$ cat src/rtl/bakery_pkg.sv
// Shared types for the bounded-ticket bakery mutual-exclusion model.
// Holds the per-process location encoding and the largest-ticket helper.
package bakery_pkg;

    typedef enum logic [3:0] {
        NCS,
        TAKE,
        STALL,
        DOORWAY_END,
        SCAN_INIT,
        SCAN_TEST,
        WAIT_CHOOSE,
        WAIT_TICKET,
        SCAN_NEXT,
        CRIT,
        EXIT,
        EXIT_WAIT
    } loc_t;

    function automatic int unsigned tkmax(input int unsigned w);
        return (32'd1 << w) - 32'd1;
    endfunction

endpackage

$ cat src/rtl/bakery_ticket_max.sv
// Unsigned maximum over all process tickets.
// Purely combinational, zero latency, no flow control.
module bakery_ticket_max #(
    parameter int NPROC = 3,
    parameter int TKW   = 3
) (
    input  logic [NPROC-1:0][TKW-1:0] tickets,
    output logic [TKW-1:0]            max_tk
);

    always_comb begin
        max_tk = '0;
        for (int i = 0; i < NPROC; i++) begin
            if (tickets[i] > max_tk) max_tk = tickets[i];
        end
    end

endmodule

$ cat src/rtl/bakery_bounded.sv
// NPROC-process bakery protocol with bounded tickets; a doorway stall replaces wrap.
// One selected process steps per clock; outputs registered alongside pc; no backpressure.
module bakery_bounded
    import bakery_pkg::*;
#(
    parameter int NPROC = 3,
    parameter int TKW   = 3,
    parameter int SELW  = 2,
    parameter int CNTW  = 8
) (
    input  logic             clock,
    input  logic             reset_n,
    input  logic [SELW-1:0]  select,
    input  logic             pause,
    output logic [NPROC-1:0] crit,
    output logic [NPROC-1:0] stall,
    output logic             mutex_err,
    output logic [CNTW-1:0]  grant_cnt
);

    localparam logic [TKW-1:0] TKMAX   = TKW'(tkmax(TKW));
    localparam logic [SELW:0]  NPROC_W = (SELW+1)'(NPROC);

    loc_t             pc       [NPROC];
    logic [TKW-1:0]   ticket   [NPROC];
    logic [NPROC-1:0] choosing;
    // j carries one extra bit so the scan end is never aliased to index 0
    logic [SELW:0]    j        [NPROC];
    logic [SELW-1:0]  k;

    logic [NPROC-1:0][TKW-1:0] tk_packed;
    logic [TKW-1:0]            tk_max;

    always_comb begin
        for (int i = 0; i < NPROC; i++) tk_packed[i] = ticket[i];
    end

    bakery_ticket_max #(
        .NPROC (NPROC),
        .TKW   (TKW)
    ) u_ticket_max (
        .tickets (tk_packed),
        .max_tk  (tk_max)
    );

    logic            step;
    logic [SELW-1:0] p;
    logic [SELW-1:0] jl;
    logic [TKW-1:0]  tk_k;
    logic [TKW-1:0]  tk_p;
    loc_t            pc_cur;
    loc_t            pc_nxt;
    logic [TKW-1:0]  tk_nxt;
    logic            ch_nxt;
    logic [SELW:0]   j_nxt;
    logic [SELW-1:0] k_nxt;
    logic            enter_crit;
    logic [NPROC-1:0] crit_nxt;
    logic [NPROC-1:0] stall_nxt;

    assign step = {1'b0, select} < NPROC_W;
    assign p    = step ? select : '0;
    assign jl   = j[p][SELW-1:0];
    assign tk_k = ticket[jl];
    assign tk_p = ticket[p];

    always_comb begin
        pc_cur = pc[p];
        pc_nxt = pc[p];
        tk_nxt = ticket[p];
        ch_nxt = choosing[p];
        j_nxt  = j[p];
        k_nxt  = k;
        case (pc_cur)
            NCS: begin
                ch_nxt = 1'b1;
                pc_nxt = TAKE;
            end
            TAKE: begin
                if (tk_max == TKMAX) begin
                    ch_nxt = 1'b0;
                    tk_nxt = '0;
                    pc_nxt = STALL;
                end else begin
                    tk_nxt = tk_max + 1'b1;
                    pc_nxt = DOORWAY_END;
                end
            end
            STALL: begin
                if (tk_max < TKMAX) begin
                    ch_nxt = 1'b1;
                    pc_nxt = TAKE;
                end
            end
            DOORWAY_END: begin
                ch_nxt = 1'b0;
                pc_nxt = SCAN_INIT;
            end
            SCAN_INIT: begin
                j_nxt  = '0;
                pc_nxt = SCAN_TEST;
            end
            SCAN_TEST: pc_nxt = (j[p] < NPROC_W) ? WAIT_CHOOSE : CRIT;
            WAIT_CHOOSE: begin
                k_nxt = jl;
                if (!choosing[jl]) pc_nxt = WAIT_TICKET;
            end
            WAIT_TICKET: begin
                k_nxt = jl;
                if (!((tk_k != '0) &&
                      ((tk_k < tk_p) || ((tk_k == tk_p) && (jl < p)))))
                    pc_nxt = SCAN_NEXT;
            end
            SCAN_NEXT: begin
                j_nxt  = j[p] + 1'b1;
                pc_nxt = SCAN_TEST;
            end
            CRIT: if (!pause) pc_nxt = EXIT;
            EXIT: begin
                tk_nxt = '0;
                pc_nxt = EXIT_WAIT;
            end
            EXIT_WAIT: if (!pause) pc_nxt = NCS;
            default: pc_nxt = NCS;
        endcase
    end

    assign enter_crit = step && (pc_cur == SCAN_TEST) && (pc_nxt == CRIT);

    always_comb begin
        crit_nxt  = '0;
        stall_nxt = '0;
        for (int i = 0; i < NPROC; i++) begin
            if (step && (SELW'(i) == p)) begin
                crit_nxt[i]  = (pc_nxt == CRIT);
                stall_nxt[i] = (pc_nxt == STALL);
            end else begin
                crit_nxt[i]  = (pc[i] == CRIT);
                stall_nxt[i] = (pc[i] == STALL);
            end
        end
    end

    always_ff @(posedge clock or negedge reset_n) begin
        if (!reset_n) begin
            for (int i = 0; i < NPROC; i++) begin
                pc[i]     <= NCS;
                ticket[i] <= '0;
                j[i]      <= '0;
            end
            choosing  <= '0;
            k         <= '0;
            crit      <= '0;
            stall     <= '0;
            mutex_err <= 1'b0;
            grant_cnt <= '0;
        end else begin
            if (step) begin
                pc[p]       <= pc_nxt;
                ticket[p]   <= tk_nxt;
                choosing[p] <= ch_nxt;
                j[p]        <= j_nxt;
                k           <= k_nxt;
            end
            crit  <= crit_nxt;
            stall <= stall_nxt;
            if ((crit & (crit - 1'b1)) != '0) mutex_err <= 1'b1;
            if (enter_crit && (grant_cnt != {CNTW{1'b1}})) grant_cnt <= grant_cnt + 1'b1;
        end
    end

    k_in_range: assert property (@(posedge clock) disable iff (!reset_n)
        ({1'b0, k} < NPROC_W));

endmodule

$ cat config.mk
export PLATFORM = sky130hd
export DESIGN_NAME = bakery_bounded
export DESIGN_NICKNAME = d
export VERILOG_FILES = /design/src/rtl/bakery_pkg.sv /design/src/rtl/bakery_ticket_max.sv /design/src/rtl/bakery_bounded.sv
export SDC_FILE = /design/constraint.sdc
export NUM_CORES = 1
export LEC_CHECK = 0
export CORE_ASPECT_RATIO = 0.7
export CORE_MARGIN = 3
export CORE_UTILIZATION = 35
export DETAILED_ROUTE_END_ITERATION = 8
export PLACE_DENSITY = 0.58
export RECOVER_POWER = 100
export REMOVE_ABC_BUFFERS = 1
export SYNTH_ARGS = -nofsm -noshare
export SYNTH_HDL_FRONTEND = slang
export SYNTH_SLANG_ARGS = --single-unit
$ cat constraint.sdc
create_clock -name clock -period 8.4 [get_ports clock]
set_clock_uncertainty 0.2 [all_clocks]
set_input_delay 1.68 -clock clock [delete_from_list [all_inputs] [get_ports clock]]
set_output_delay 1.68 -clock clock [all_outputs]
set_load 0.005 [all_outputs]
==> impl_metrics.py <==
metrics = {
    "global_routing": {
        "grt_antenna_before_repair": 0,
        "grt_usage": 0.162,
        "grt_max_degree": 49,
        "grt_first_pass_wirelength_um": 14000,
        "grt_pass1_vias": 2597,
        "grt_overflow": 0,
    },
    "layout": {
        "fin_area_um2": 3740,
        "seqCellArea_um2": 1200,
        "multi_input_area_um2": 2000,
        "fin_cells": 509,
        "drive_gt1_frac": 0.0779,
        "layout.nets": 402,
        "layout_common_cells": "nand2_1 (63), dfrtp_1 (48), o21ai_0 (42)",
        "synthToLayoutAreaGrowth_pct": 11.0,
        "antenna_cells": 0,
        "num-fill-cells": 950,
        "final_common_cell": "nand2_1",
    },
    "detailed_routing": {
        "final_antenna_net_count": 0,
        "dr_total_vias": 2857,
        "drc": 0,
        "routedWlPerCell_um": 16.4,
        "drtIter0Drc": 256,
        "via_per_inst": 5.61,
        "finalWirelength_um": 8350,
        "dr.pass1.iters": 5,
    },
    "clock_tree": {
        "clock_path_buffers": 2,
        "cts-buffers-inserted": 5,
        "cts_num_sinks": 48,
        "ctsResizeCount": 0,
        "cts_setup_buffers": 0,
        "cts_root_buf": "clkbuf_16",
        "cts.clk_slew.worst_paths_ps": 70,
        "h-tree-depth": 2,
        "cts_tree": "done",
        "clk-insertion-delay-late_ps": 290,
        "postCtsHoldBufs": 0,
    },
    "die": {
        "coreArea_um2": 9220,
        "die_x_um": 123,
        "die_h_um": 88.1,
        "num_rows": 29,
        "ios": 20,
        "die_area_um2": 10900,
        "start_util": 0.365,
    },
    "pwr": {
        "max-vdd-ir-drop_mv": 0.158,
        "p_leak_nw": 1.69,
        "powerDensity_nw_per_um2": 388,
    },
    "placed_design": {
        "gp_congestion": 0.882,
        "port_buffers": 19,
        "dp_hpwl_um": 6080,
        "placed_area_um2": 3600,
        "placed_cells": 501,
    },
    "logic_synthesis": {
        "ys_types": 61,
        "syn-instance-count": 376,
        "ys_seq_area_frac": 0.357,
        "synth_top_cells_by_area": "dfrtp_1 (36%), nand2_1 (7.0%), mux2i_1 (6.5%), o21ai_0 (6.1%), ha_1 (4.8%)",
        "synth_top_cell_area_share": 0.357,
        "synthesis.area_um2": 3370,
        "synth_edf_count": 0,
        "synth-seq-cells": 48,
        "yosys.area.top_type": "dfrtp_1",
        "async_flop_share": 1.00,
        "synthFlopType": "dfrtp_1",
        "yosysWarnings": 0,
        "syn_avg_cell_area_um2": 8.96,
    },
    "timing": {
        "worst_slew_pin_slew_ps": 2560,
        "period_share": 0.788,
        "rsz0062_at_grt": "false",
        "relSlewSlack": -0.709,
        "finalMaxSlewViolations": 78,
        "setup_violations": 0,
        "fin_crit_ps": 6620,
        "hold_viol": 0,
        "fin_tns_setup_ps": 0,
        "fmax_ghz": 0.151,
    },
    "critical_path": {
        "arrival_ps": 6610,
        "cp-start-kind": "input pin",
        "worstPathMaxFanout": 28,
        "critical_path_class": "in2reg",
        "endpoint_kind": "register",
        "crit_required_ps": 8390,
    },
    "run": {
        "cap_violations": 2,
    },
    "status": {
        "status": "finished, violations left",
        "violations": "max-capacitance violations, max-slew violations",
    },
    "min_path": {
        "min-delay-path-class": "reg2reg",
    },
}
==> path summary, 6_finish.rpt <==
path | startpoint | slack (ps) | cells after the start | to
setup reg to reg | ticket[8] | 3770 | 18 | pc[0]
max in group asynchronous | reset_n | 4560 | 1 | choosing[1]
setup / recovery | select[0] | 1780 | 15 | stall[2]
hold / removal | j[2] | 290 | 2 | j[2]
hold reg to reg | j[2] | 290 | 2 | j[2]
min in group asynchronous | reset_n | 1980 | 1 | pc[0]
==> cells by family after synthesis <==
kind of cell    share of synthesized area
buf+inv                            0.0472
mux                                 0.117
fa+ha+maj                          0.0483
simple gates                        0.204
xor+xnor                           0.0182
compound gates                      0.208
flops                               0.357
==> layout make-up <==
type                    instances  share of cell area
multi-input cells             300               0.534
clock inverters                 2             0.00402
flip-flops and latches         48               0.321
well taps                     124              0.0415
repair buffers                 22              0.0542
inverters                       7             0.00770
clock buffers                   6              0.0371
==> synth_stat cells (all sizes together), types with 2 or more instances <==
cell type  instances
nor4bb             3
nand4b             2
o21ai             43
nor2b              3
o21a               2
nor3               3
nor2              21
and2               2
nor4               2
o31ai             10
and3               4
mux2               9
nand3             14
a31o               2
inv                7
dfrtp             48
clkbuf            11
a31oi              2
buf               10
a21o               6
o211ai             2
o211a              2
a21oi             14
a22oi              3
nor4b              4
a211oi             4
mux2i             26
nand4              2
xnor2              7
ha                13
and3b              2
nor3b              2
o22ai              5
nand2             64
nand2b             7
==> metrics by stage <==
step / hold WS [ps] / power (mW) / utilization / setup slack [ps]
after global routing: 323 / 1.59 / 0.406 / 1360
final: 285 / 1.45 / 0.406 / 1780
after global placement: 261 / 1.22 / 0.391 / 2830
after detailed placement: 270 / 1.23 / 0.391 / 2720
after floorplan: 249 / 0.998 / - / 3940
after CTS: 285 / 1.44 / 0.407 / 3030
==> worst max-delay path: stages <==
cell and delay [ps]:
dlygate4sd3_1 520, clkbuf_1 1210, mux2i_1 420, mux2_4 420
inv_4 100, mux2i_1 220, o21ai_0 190, ha_1 350
nor2b_1 130, o21a_1 160, o22a_1 220, a32oi_1 180
o211ai_2 290, nand3b_1 300, o31ai_1 210
==> state kept, by name (all words and copies together) (netlist names) <==
register	count
pc	12
j	9
ticket	9
grant_cnt	8
choosing	3
crit	3
stall	3
mutex_err	1
==> report_power, final <==
group	switching, mW	internal (mW)	leakage (nW)
clock network	0.0896	0.119	0.0691
logic	0.519	0.342	0.991
registers	0.0823	0.299	0.632
total	0.691	0.759	1.69
==> metal layers <==
layer	global-route usage	vias to the layer above	wire length (um)
li1	-	1383	-
met1	0.262	1380	4350
met2	0.224	87	3370
met3	0.0271	7	578
met4	0.0322	0	51
met5	0	-	0
Power figures use the tool's default switching activity.
